[src/rtl/punc_control_fsm_pkg.sv]
// Shared encodings for the PUnC LC3 control unit: opcodes, FSM state codes,
// datapath select values, the decoded op-class bundle and the control bundle.
package punc_control_fsm_pkg;

  localparam int STATE_W = 3;

  // FSM state encodings
  localparam logic [STATE_W-1:0] ST_INIT   = 3'd0;
  localparam logic [STATE_W-1:0] ST_FETCH  = 3'd1;
  localparam logic [STATE_W-1:0] ST_DECODE = 3'd2;
  localparam logic [STATE_W-1:0] ST_EXEC1  = 3'd3;
  localparam logic [STATE_W-1:0] ST_EXEC2  = 3'd4;
  localparam logic [STATE_W-1:0] ST_HALT   = 3'd5;

  // LC3 opcodes, ir[15:12]
  localparam logic [3:0] OP_BR   = 4'b0000;
  localparam logic [3:0] OP_ADD  = 4'b0001;
  localparam logic [3:0] OP_LD   = 4'b0010;
  localparam logic [3:0] OP_ST   = 4'b0011;
  localparam logic [3:0] OP_JSR  = 4'b0100;
  localparam logic [3:0] OP_AND  = 4'b0101;
  localparam logic [3:0] OP_LDR  = 4'b0110;
  localparam logic [3:0] OP_STR  = 4'b0111;
  localparam logic [3:0] OP_RTI  = 4'b1000;
  localparam logic [3:0] OP_NOT  = 4'b1001;
  localparam logic [3:0] OP_LDI  = 4'b1010;
  localparam logic [3:0] OP_STI  = 4'b1011;
  localparam logic [3:0] OP_JMP  = 4'b1100;
  localparam logic [3:0] OP_RES  = 4'b1101;
  localparam logic [3:0] OP_LEA  = 4'b1110;
  localparam logic [3:0] OP_HALT = 4'b1111;

  // ALU operation {s1,s0}
  localparam logic [1:0] ALU_OP_PASS = 2'b00;
  localparam logic [1:0] ALU_OP_ADD  = 2'b01;
  localparam logic [1:0] ALU_OP_AND  = 2'b10;
  localparam logic [1:0] ALU_OP_NOT  = 2'b11;

  // ALU A-input select
  localparam logic [1:0] ALU1_NONE = 2'b00;
  localparam logic [1:0] ALU1_RF   = 2'b01;
  localparam logic [1:0] ALU1_PC1  = 2'b10;
  localparam logic [1:0] ALU1_BASE = 2'b11;

  // ALU B-input select
  localparam logic [2:0] ALU2_NONE  = 3'b000;
  localparam logic [2:0] ALU2_RF    = 3'b001;
  localparam logic [2:0] ALU2_IMM5  = 3'b010;
  localparam logic [2:0] ALU2_OFF9  = 3'b011;
  localparam logic [2:0] ALU2_OFF11 = 3'b100;
  localparam logic [2:0] ALU2_OFF6  = 3'b101;

  // Register-file write data select
  localparam logic [1:0] RFW_ALU = 2'b00;
  localparam logic [1:0] RFW_MEM = 2'b01;
  localparam logic [1:0] RFW_PC1 = 2'b10;

  // Memory read-address select
  localparam logic [1:0] MADDR_ALU = 2'b00;
  localparam logic [1:0] MADDR_IND = 2'b01;
  localparam logic [1:0] MADDR_PC  = 2'b10;

  // PC load source select
  localparam logic [1:0] PCSRC_NONE = 2'b00;
  localparam logic [1:0] PCSRC_ALU  = 2'b01;
  localparam logic [1:0] PCSRC_RF   = 2'b10;

  // One-hot instruction class produced by the decoder
  typedef struct packed {
    logic is_br;
    logic is_add;
    logic is_ld;
    logic is_st;
    logic is_jsr;
    logic is_and;
    logic is_ldr;
    logic is_str;
    logic is_not;
    logic is_ldi;
    logic is_sti;
    logic is_jmp;
    logic is_lea;
    logic is_halt;
    logic is_nop;
  } op_class_t;

  // Full set of datapath control strobes
  typedef struct packed {
    logic       ir_ld;
    logic [1:0] alu_op;
    logic [1:0] alu1;
    logic [2:0] alu2;
    logic [1:0] rf_mux;
    logic [1:0] maddr;
    logic       mem_rw;
    logic       dr_sr;
    logic [1:0] pc_src;
    logic       pc_clr;
    logic       pc_ld;
    logic       pc_inc;
    logic       set_cc;
    logic       reg_rw;
    logic       st_state;
    logic       jsrr_state;
    logic       br_state;
    logic       state_ld;
  } ctrl_t;

  // Indirect loads/stores need a second execute cycle to use the latched pointer
  function automatic logic needs_exec2(input op_class_t cls);
    return cls.is_ldi | cls.is_sti;
  endfunction

endpackage

[src/rtl/punc_ctrl_decode.sv]
// Combinational instruction decoder: opcode -> one-hot op class, plus the
// immediate-form and PC-relative-JSR flags taken straight from the ir.
module punc_ctrl_decode
  import punc_control_fsm_pkg::*;
(
  input  logic [3:0] opcode,
  input  logic       ir_bit5,
  input  logic       ir_bit11,
  output op_class_t  op_class,
  output logic       imm_sel,
  output logic       jsr_pc_rel
);

  // Map opcode to exactly one class bit; reserved opcodes become NOPs
  always_comb begin
    op_class = '0;
    case (opcode)
      OP_BR:   op_class.is_br   = 1'b1;
      OP_ADD:  op_class.is_add  = 1'b1;
      OP_LD:   op_class.is_ld   = 1'b1;
      OP_ST:   op_class.is_st   = 1'b1;
      OP_JSR:  op_class.is_jsr  = 1'b1;
      OP_AND:  op_class.is_and  = 1'b1;
      OP_LDR:  op_class.is_ldr  = 1'b1;
      OP_STR:  op_class.is_str  = 1'b1;
      OP_NOT:  op_class.is_not  = 1'b1;
      OP_LDI:  op_class.is_ldi  = 1'b1;
      OP_STI:  op_class.is_sti  = 1'b1;
      OP_JMP:  op_class.is_jmp  = 1'b1;
      OP_LEA:  op_class.is_lea  = 1'b1;
      OP_HALT: op_class.is_halt = 1'b1;
      OP_RTI,
      OP_RES:  op_class.is_nop  = 1'b1;
      default: op_class.is_nop  = 1'b1;
    endcase
  end

  assign imm_sel    = ir_bit5;
  assign jsr_pc_rel = ir_bit11;

endmodule

[src/rtl/punc_control_fsm.sv]
// Multi-cycle LC3 control unit for PUnC. Sequences INIT -> FETCH -> DECODE ->
// EXEC1 [-> EXEC2] -> FETCH and decodes every datapath strobe from state + ir.
// Only the state is registered; all strobes are decoded combinationally.
module punc_control_fsm
  import punc_control_fsm_pkg::*;
(
  input  logic        clk,
  input  logic        rst,
  input  logic [15:0] ir,
  input  logic        pc_br_en,
  output logic        ir_ld,
  output logic        alu_s1_en,
  output logic        alu_s0_en,
  output logic [1:0]  alu_mux_1_en,
  output logic [2:0]  alu_mux_2_en,
  output logic [1:0]  mem_rf_mux_en,
  output logic [1:0]  mem_raddr_mux_en,
  output logic        mem_rw_en,
  output logic        reg_dr_sr_en,
  output logic [1:0]  pc_mux_en,
  output logic        pc_clr,
  output logic        pc_ld,
  output logic        pc_inc,
  output logic        set_cc_en,
  output logic        reg_rw_en,
  output logic        st_state,
  output logic        jsrr_state,
  output logic        br_state,
  output logic        state_ld
);

  logic [STATE_W-1:0] state_r;
  logic [STATE_W-1:0] state_next_s;
  op_class_t          op_class_s;
  logic               imm_sel_s;
  logic               jsr_pc_rel_s;
  ctrl_t              ctrl_s;

  // Register fields (DR/SR numbers, offsets) are consumed by the datapath only
  logic ir_unused_s;
  assign ir_unused_s = ^{ir[10:6], ir[4:0]};

  punc_ctrl_decode u_decode (
    .opcode     (ir[15:12]),
    .ir_bit5    (ir[5]),
    .ir_bit11   (ir[11]),
    .op_class   (op_class_s),
    .imm_sel    (imm_sel_s),
    .jsr_pc_rel (jsr_pc_rel_s)
  );

  // State register; reset aborts any in-flight instruction
  always_ff @(posedge clk) begin
    if (rst) begin
      state_r <= ST_INIT;
    end else begin
      state_r <= state_next_s;
    end
  end

  // Next-state sequencing
  always_comb begin
    state_next_s = ST_INIT;
    case (state_r)
      ST_INIT:   state_next_s = ST_FETCH;
      ST_FETCH:  state_next_s = ST_DECODE;
      ST_DECODE: begin
        if (op_class_s.is_halt) begin
          state_next_s = ST_HALT;
        end else begin
          state_next_s = ST_EXEC1;
        end
      end
      ST_EXEC1: begin
        if (needs_exec2(op_class_s)) begin
          state_next_s = ST_EXEC2;
        end else begin
          state_next_s = ST_FETCH;
        end
      end
      ST_EXEC2:  state_next_s = ST_FETCH;
      ST_HALT:   state_next_s = ST_HALT;
      default:   state_next_s = ST_INIT;
    endcase
  end

  // Strobe decode: everything defaults to zero, each state raises only its own
  always_comb begin
    ctrl_s = '0;
    case (state_r)
      ST_INIT: begin
        ctrl_s.pc_clr = 1'b1;
      end
      ST_FETCH: begin
        ctrl_s.maddr = MADDR_PC;
        ctrl_s.ir_ld = 1'b1;
      end
      ST_DECODE: begin
        ctrl_s.state_ld = 1'b1;
      end
      ST_EXEC1: begin
        ctrl_s.pc_inc = 1'b1;
        if (op_class_s.is_add || op_class_s.is_and) begin
          ctrl_s.dr_sr  = 1'b1;
          ctrl_s.alu1   = ALU1_RF;
          ctrl_s.alu2   = imm_sel_s ? ALU2_IMM5 : ALU2_RF;
          ctrl_s.alu_op = op_class_s.is_and ? ALU_OP_AND : ALU_OP_ADD;
          ctrl_s.rf_mux = RFW_ALU;
          ctrl_s.reg_rw = 1'b1;
          ctrl_s.set_cc = 1'b1;
        end else if (op_class_s.is_not) begin
          ctrl_s.dr_sr  = 1'b1;
          ctrl_s.alu1   = ALU1_RF;
          ctrl_s.alu_op = ALU_OP_NOT;
          ctrl_s.rf_mux = RFW_ALU;
          ctrl_s.reg_rw = 1'b1;
          ctrl_s.set_cc = 1'b1;
        end else if (op_class_s.is_ld) begin
          ctrl_s.alu1   = ALU1_PC1;
          ctrl_s.alu2   = ALU2_OFF9;
          ctrl_s.alu_op = ALU_OP_ADD;
          ctrl_s.maddr  = MADDR_ALU;
          ctrl_s.rf_mux = RFW_MEM;
          ctrl_s.reg_rw = 1'b1;
          ctrl_s.set_cc = 1'b1;
        end else if (op_class_s.is_ldr) begin
          ctrl_s.dr_sr  = 1'b1;
          ctrl_s.alu1   = ALU1_BASE;
          ctrl_s.alu2   = ALU2_OFF6;
          ctrl_s.alu_op = ALU_OP_ADD;
          ctrl_s.maddr  = MADDR_ALU;
          ctrl_s.rf_mux = RFW_MEM;
          ctrl_s.reg_rw = 1'b1;
          ctrl_s.set_cc = 1'b1;
        end else if (op_class_s.is_lea) begin
          ctrl_s.alu1   = ALU1_PC1;
          ctrl_s.alu2   = ALU2_OFF9;
          ctrl_s.alu_op = ALU_OP_ADD;
          ctrl_s.rf_mux = RFW_ALU;
          ctrl_s.reg_rw = 1'b1;
        end else if (op_class_s.is_st) begin
          ctrl_s.st_state = 1'b1;
          ctrl_s.alu1     = ALU1_PC1;
          ctrl_s.alu2     = ALU2_OFF9;
          ctrl_s.alu_op   = ALU_OP_ADD;
          ctrl_s.maddr    = MADDR_ALU;
          ctrl_s.mem_rw   = 1'b1;
        end else if (op_class_s.is_str) begin
          // base register comes from ir[8:6] on rf port r0
          ctrl_s.st_state = 1'b1;
          ctrl_s.dr_sr    = 1'b1;
          ctrl_s.alu1     = ALU1_BASE;
          ctrl_s.alu2     = ALU2_OFF6;
          ctrl_s.alu_op   = ALU_OP_ADD;
          ctrl_s.maddr    = MADDR_ALU;
          ctrl_s.mem_rw   = 1'b1;
        end else if (op_class_s.is_ldi || op_class_s.is_sti) begin
          // first cycle only latches the pointer; PC advances in EXEC2
          ctrl_s.pc_inc = 1'b0;
          ctrl_s.alu1   = ALU1_PC1;
          ctrl_s.alu2   = ALU2_OFF9;
          ctrl_s.alu_op = ALU_OP_ADD;
          ctrl_s.maddr  = MADDR_ALU;
        end else if (op_class_s.is_br) begin
          ctrl_s.br_state = 1'b1;
          ctrl_s.alu1     = ALU1_PC1;
          ctrl_s.alu2     = ALU2_OFF9;
          ctrl_s.alu_op   = ALU_OP_ADD;
          ctrl_s.pc_src   = PCSRC_ALU;
          ctrl_s.pc_ld    = pc_br_en;
        end else if (op_class_s.is_jmp) begin
          ctrl_s.dr_sr  = 1'b1;
          ctrl_s.pc_src = PCSRC_RF;
          ctrl_s.pc_ld  = 1'b1;
        end else if (op_class_s.is_jsr) begin
          // R7 <= pc+1 and the new PC are taken on the same edge, so a
          // JSRR through R7 jumps to the old R7 value
          ctrl_s.jsrr_state = 1'b1;
          ctrl_s.reg_rw     = 1'b1;
          ctrl_s.rf_mux     = RFW_PC1;
          ctrl_s.pc_ld      = 1'b1;
          if (jsr_pc_rel_s) begin
            ctrl_s.alu1   = ALU1_PC1;
            ctrl_s.alu2   = ALU2_OFF11;
            ctrl_s.alu_op = ALU_OP_ADD;
            ctrl_s.pc_src = PCSRC_ALU;
          end else begin
            ctrl_s.dr_sr  = 1'b1;
            ctrl_s.pc_src = PCSRC_RF;
          end
        end else begin
          // unsupported opcodes just step the PC
          ctrl_s.pc_inc = 1'b1;
        end
      end
      ST_EXEC2: begin
        ctrl_s.pc_inc = 1'b1;
        ctrl_s.maddr  = MADDR_IND;
        if (op_class_s.is_ldi) begin
          ctrl_s.rf_mux = RFW_MEM;
          ctrl_s.reg_rw = 1'b1;
          ctrl_s.set_cc = 1'b1;
        end else if (op_class_s.is_sti) begin
          ctrl_s.dr_sr  = 1'b0;
          ctrl_s.mem_rw = 1'b1;
        end else begin
          ctrl_s.pc_inc = 1'b1;
        end
      end
      ST_HALT: begin
        ctrl_s = '0;
      end
      default: begin
        ctrl_s = '0;
      end
    endcase
  end

  assign ir_ld            = ctrl_s.ir_ld;
  assign alu_s1_en        = ctrl_s.alu_op[1];
  assign alu_s0_en        = ctrl_s.alu_op[0];
  assign alu_mux_1_en     = ctrl_s.alu1;
  assign alu_mux_2_en     = ctrl_s.alu2;
  assign mem_rf_mux_en    = ctrl_s.rf_mux;
  assign mem_raddr_mux_en = ctrl_s.maddr;
  assign mem_rw_en        = ctrl_s.mem_rw;
  assign reg_dr_sr_en     = ctrl_s.dr_sr;
  assign pc_mux_en        = ctrl_s.pc_src;
  assign pc_clr           = ctrl_s.pc_clr;
  assign pc_ld            = ctrl_s.pc_ld;
  assign pc_inc           = ctrl_s.pc_inc;
  assign set_cc_en        = ctrl_s.set_cc;
  assign reg_rw_en        = ctrl_s.reg_rw;
  assign st_state         = ctrl_s.st_state;
  assign jsrr_state       = ctrl_s.jsrr_state;
  assign br_state         = ctrl_s.br_state;
  assign state_ld         = ctrl_s.state_ld;

endmodule
[config.mk]
export PLATFORM = sky130hd
export DESIGN_NAME = punc_control_fsm
export DESIGN_NICKNAME = d
export VERILOG_FILES = /design/src/rtl/punc_control_fsm_pkg.sv /design/src/rtl/punc_ctrl_decode.sv /design/src/rtl/punc_control_fsm.sv
export SDC_FILE = /design/constraint.sdc
export NUM_CORES = 1
export LEC_CHECK = 0
export ABC_AREA = 1
export CELL_PAD_IN_SITES_DETAIL_PLACEMENT = 1
export CELL_PAD_IN_SITES_GLOBAL_PLACEMENT = 1
export CORE_MARGIN = 3
export CORE_UTILIZATION = 23
export CTS_CLUSTER_DIAMETER = 50
export DETAILED_ROUTE_END_ITERATION = 8
export MAX_ROUTING_LAYER = met4
export PLACE_DENSITY_LB_ADDON = 0.08
export SKIP_CTS_REPAIR_TIMING = 1
export SKIP_LAST_GASP = 1
export SLEW_MARGIN = 25
export SYNTH_ARGS = -nofsm -noshare
export SYNTH_HDL_FRONTEND = slang
export SYNTH_HIERARCHICAL = 1
export SYNTH_SLANG_ARGS = --single-unit
[constraint.sdc]
create_clock -name clk -period 2 [get_ports clk]
set_input_delay 0.4 -clock clk [delete_from_list [all_inputs] [get_ports clk]]
set_output_delay 0.4 -clock clk [all_outputs]
set_load 0.02 [all_outputs]
==> flow_metrics.env <==
export IMPL_status="complete, but fails checks"
export IMPL_failed_checks="negative setup slack"
export IMPL_die_h_um=63.5
export IMPL_netlist_area_um2=761
export IMPL_grt_pass1_wl_um=4760
export IMPL_clockBufferDepth=2
export IMPL_drcViolationCount=0
export IMPL_antenna_cells=0
export IMPL_nets=219
export IMPL_worst_pin_slew_ps=239
export IMPL_cp_endpoint="reg_dr_sr_en"
export IMPL_area_delta_synth_final_pct=101
export IMPL_dieArea_mm2=0.00403
export IMPL_row_count=20
export IMPL_drt_iter0_drc=14
export IMPL_hold_path_class="flip-flop to flip-flop"
export IMPL_ir_drop_mv=0.346
export IMPL_num_vias=1070
export IMPL_drt_pass1_iter_count=4
export IMPL_cts_sinks=3
export IMPL_clock_skew_ps=0.0974
export IMPL_dpl_hpwl_um=2340
export IMPL_top_regs="state_r x3"
export IMPL_timing_final_crit_share_pct=101
export IMPL_routed_wl_um=3060
export IMPL_worstSetupPathType="input pin to primary output"
export IMPL_timing_final_hold_violations=0
export IMPL_root_buffer="clkbuf_4"
export IMPL_io_pins=44
export IMPL_critPathLaunch="ir[14]"
export IMPL_required_ps=1600
export IMPL_r2r_slack_ps=850
export IMPL_met3_usage_pct=1.25
export IMPL_cp_end_kind="primary output"
export IMPL_crit_path_top_delay_cell="or2_4"
export IMPL_rsz0062_at_grt="true"
export IMPL_tritoncts="yes"
export IMPL_syn_nets=161
export IMPL_drv_slew=0
export IMPL_io_buffer_count=33
export IMPL_grt_max_degree=8
export IMPL_grt_pass1_vias=1105
export IMPL_largest_register="state_r"
export IMPL_setup_ws_ps=-22.8
export IMPL_gp_congestion=0.801
export IMPL_start_util_pct=24.5
export IMPL_worst_r2r_endpoint="state_r[0]"
export IMPL_crit_path_frequent_cell="nand2_1"
export IMPL_core_mm2=0.00310
export IMPL_fin_crit_ps=2020
export IMPL_slew_headroom_pct=83.9
export IMPL_yosys_warnings=6
export IMPL_arrival_ps=1620
export IMPL_postRouteAntennaNets=0
export IMPL_met1_usage_pct=17.3
export IMPL_fin_tns_setup_ps=-22.8
export IMPL_max_freq_ghz=0.494
export IMPL_via_per_inst=4.40
export IMPL_fin_util_pct=49.3
export IMPL_cts_buffers=3
export IMPL_grt_usage_pct=15.0
export IMPL_worst_setup_path_start_kind="input pin"
export IMPL_antenna_found_initial=0
export IMPL_worst_path_max_fanout=4
export IMPL_grt_busiest_layer="met2"
export IMPL_r2r_start="state_r[2]"
export IMPL_h_tree_depth=1
export IMPL_setup_viol=1
export IMPL_drv_cap=0
export IMPL_slowest_delay_ps=290
export IMPL_overflow=0
export IMPL_power_density_mw_per_mm2=310
export IMPL_die_w_um=63.5
export IMPL_largest_reg_flops=3
export IMPL_wl_per_cell_um=12.6
export IMPL_clk_insertion_delay_late_ps=230
export IMPL_clkSlewWorstSetupHoldPaths_ps=40
export IMPL_met2_usage_pct=26.9
export IMPL_path_cells="buf_6 > or2_4 > nor2_4 > inv_1 > nand2_1 > nand2_1 > nand3_2 > nand2_2 > nand2_2 > nand2_1 > clkbuf_2"
export IMPL_layout_drive_gt1_share_pct=56.3
export IMPL_netlist_instances=142
export IMPL_syn_avg_cell_area_um2=5.36
export IMPL_p_leak_nw=0.821
export IMPL_ff2ff_path_depth=7
-- critical path: cells and delay by family --
| kind | cells | cell delay [ps] |
|---|---|---|
| buffers and inverters | 3 | 310 |
| AND/OR/NAND/NOR | 8 | 900 |
-- stage by stage --
stage	worst slack (ps)	power, mW	instance area, µm²	std cells	hold slack (ps)
after floorplan	80.2	0.216	763	142	469
after global placement	-832	0.319	1290	238	659
after detailed placement	-862	0.324	1290	238	668
after CTS	-873	0.435	1320	242	675
after global routing	-103	0.524	1530	243	729
final	-22.8	0.475	1530	243	664
-- cell type report --
cell class	instances	area [µm²]
Clock buffer	4	26.3
Tap cell	44	55.1
Sequential cell	3	60.1
Timing Repair Buffer	57	509
Fill cell	421	1570
Multi-Input combinational cell	106	748
Inverter	29	131
-- per-layer routing --
metal / routed length [µm] / up-vias
li1: - / 547
met1: 1230 / 499
met2: 1710 / 20
met3: 83 / 4
met4: 28 / 0
met5: 0 / -
-- worst min-delay path by stage --
stage	endpoint	slack [ps]	cells after the start	from
floorplan	state_r[2]	470	1	rst
global route	state_r[1]	730	3	state_r[2]
finish	state_r[1]	660	3	state_r[2]
global placement	state_r[1]	660	3	state_r[2]
CTS	state_r[1]	670	3	state_r[2]
detailed placement	state_r[1]	670	3	state_r[2]
-- power breakdown --
part / switching (mW) / leakage [nW] / internal [mW]
Combinational: 0.168 / 0.781 / 0.127
Sequential: 0.00806 / 0.0249 / 0.0665
Clock: 0.0307 / 0.0150 / 0.0747
-- placed cells by master (no fill, tap or decap), types with 4 or more instances in the layout --
cell,instances
dlymetal6s2s_1,6
nor2_4,20
nand2_1,24
inv_1,14
nand2_2,4
nand2_4,6
clkdlybuf4s50_1,5
nor2_1,14
buf_4,29
nor2_2,6
buf_6,9
nand3_1,5
inv_2,11
(Power assumes the default switching activity.)
==> variant: new RTL, same settings <==
Make the reset (`rst`) asynchronous in one clocked block.
--- a/src/rtl/punc_control_fsm.sv
+++ b/src/rtl/punc_control_fsm.sv
@@ -50,7 +50,7 @@
   );
 
   // State register; reset aborts any in-flight instruction
-  always_ff @(posedge clk) begin
+  always_ff @(posedge clk or posedge rst) begin
     if (rst) begin
       state_r <= ST_INIT;
     end else begin
Formal check against the unedited RTL: differs if rst is asserted again (counterexample within 4 cycles, from zero or initial values and one cycle with rst high); with rst held inactive, the same outputs for 10 cycles.
==> variant against the unedited design <==
- the flow still finishes with violations (negative setup slack)
- design area up 12%
- register-to-register slack is essentially flat
- sequential share of layout area is 0.47 points higher
- worst setup slack got worse by 0.033 ns
- sequential cell count unchanged
- count of clock-buffer cells in the layout unchanged
- area after synthesis decreased by 4.6%
- routed wire length rose by 52%
Power is not compared: it rests on default switching activity, and its combinational part moved more than twofold at a synthesized area within 25%.
==> variant: results (changes against the unedited design) <==
Yosys
  – YS warnings: 6 (unchanged)
  – Syn_nets: 173 (+7.5%)

Setup path
  – Arrival @ worst endpoint: 1.66 ns (+0.04 ns)
  – R2R depth: 5 (-2)
  – CP Capture Point: alu_s0_en
  – Crit-path slowest cell: nor2_4
  – CP Max Fanout: 4 (unchanged)
  – R2R Path End: state_r[0]$_DFF_PP0_
  – CP startpoint: ir[14]
  – R2r setup slk: 0.85 ns (about the same)
  – Worst reg2reg startpoint: state_r[2]$_DFF_PP0_
  – Crit-path leading delay family: simple AND/OR/NAND/NOR gates
  – CP max stage delay: 0.20 ns (-0.09 ns)

Outcome
  – Failing checks: negative setup slack
  – Status: finished, violations left

GRT
  – Antenna violations before repair: 0 (unchanged)
  – All-layer global routing usage: 18.4% (+3.4 points)
  – Global-route wire length before repair: 5.71 mm (+20%)
  – Largest net degree at the start of global routing: 8 (unchanged)

Detailed routing
  – DRT Pass-1 Iters: 4 (unchanged)
  – WL/cell: 17.8 µm (+41%)
  – Via count: 1243 (+16%)
  – 1st-iter DRT viols: 41 (+27)

Final layout
  – Top flop regs: state_r: 3 flops
  – Final #Nets: 239 (+9.1%)
  – Ant diodes: 0 (unchanged)
  – Share of cells above drive strength 1: 67.1% (+11 points)

Placed design
  – PortBufs: 33 (unchanged)
  – RD Place Congestion: 0.942 (+18%)
  – Hpwl dp: 2.67 mm (+14%)

Clock network
  – H-tree levels: 1 (unchanged)
  – CTS root buf: clkbuf_4
  – Clock-pin slew on the worst setup and hold paths: 0.05 ns
  – Total CTS buffers: 3 (unchanged)
  – Max clock buf depth: 2 (unchanged)
  – Clock latency on the worst-skew pair: 0.25 ns (+0.02 ns)

STA
  – Setup-failing EPs final: 12 (+11)
  – Final WS setup: -0.0560 ns (-0.0332 ns)
  – Least-Margin Pin Slew: 0.235 ns (-0.00399 ns)
  – Final Skew: 0.00760 ns (+0.00750 ns)

Pwr
  – Pleak: a little over 0.9 nW
  – Maximum vdd drop: ~0.00064 V

Worst hold path
  – Hold Crit Class: input port to async pin
==> variant: worst register-to-register path, delay by kind of cell, from the launching register on <==
| kind | cells | cell delay, ns |
|---|---|---|
| AOI/OAI and AO/OA | 2 | 0.20 |
| buffers and inverters | 2 | 0.29 |
| DFF | 1 | 0.43 |
| and+or+nand+nor | 1 | 0.11 |
==> variant: worst min-delay path by stage <==
stage	to	slack (ns)	depth (start not counted)
floorplan	state_r[0]$_DFF_PP0_	0.15	1
global placement	state_r[2]$_DFF_PP0_	0.57	2
detailed placement	state_r[0]$_DFF_PP0_	0.58	2
CTS	state_r[1]$_DFF_PP0_	0.32	2
global route	state_r[1]$_DFF_PP0_	0.36	2
finish	state_r[1]$_DFF_PP0_	0.34	2
==> variant: layout make-up <==
class / instances / area [µm²]
Fill cell: 381 / 1170
Multi-Input combinational cell: 114 / 860
Timing Repair Buffer: 63 / 554
Inverter: 35 / 141
Sequential cell: 3 / 75.1
Tap cell: 42 / 52.6
Clock buffer: 4 / 26.3
==> variant: through the flow <==
step                setup TNS, ns  worst slack (ns)  total power (W)  cell area (µm²)  std cells
global placement           -16.34            -0.876         0.000988             1300        255
global route                -2.14            -0.168          0.00138             1710        261
floorplan                 -0.0620           -0.0310         0.000543              726        154
finish                     -0.272           -0.0560          0.00129             1710        261
detailed placement         -17.42            -0.934          0.00101             1300        255
CTS                        -18.26            -0.940          0.00113             1330        259
==> variant: report_power, final <==
| group | switching [W] | internal [W] | leakage (nW) |
|---|---|---|---|
| Combinational | 0.000600 | 0.000442 | 0.863 |
| Clock | 0.0000436 | 0.0000755 | 0.0150 |
| Sequential | 0.0000361 | 0.0000908 | 0.0361 |
| Total | 0.000679 | 0.000608 | 0.914 |
==> variant: metal layers <==
layer	track usage [%]	routed length, µm
met4	4.14	147
met1	23.9	1860
met3	1.80	157
met5	-	0
met2	30.9	2470
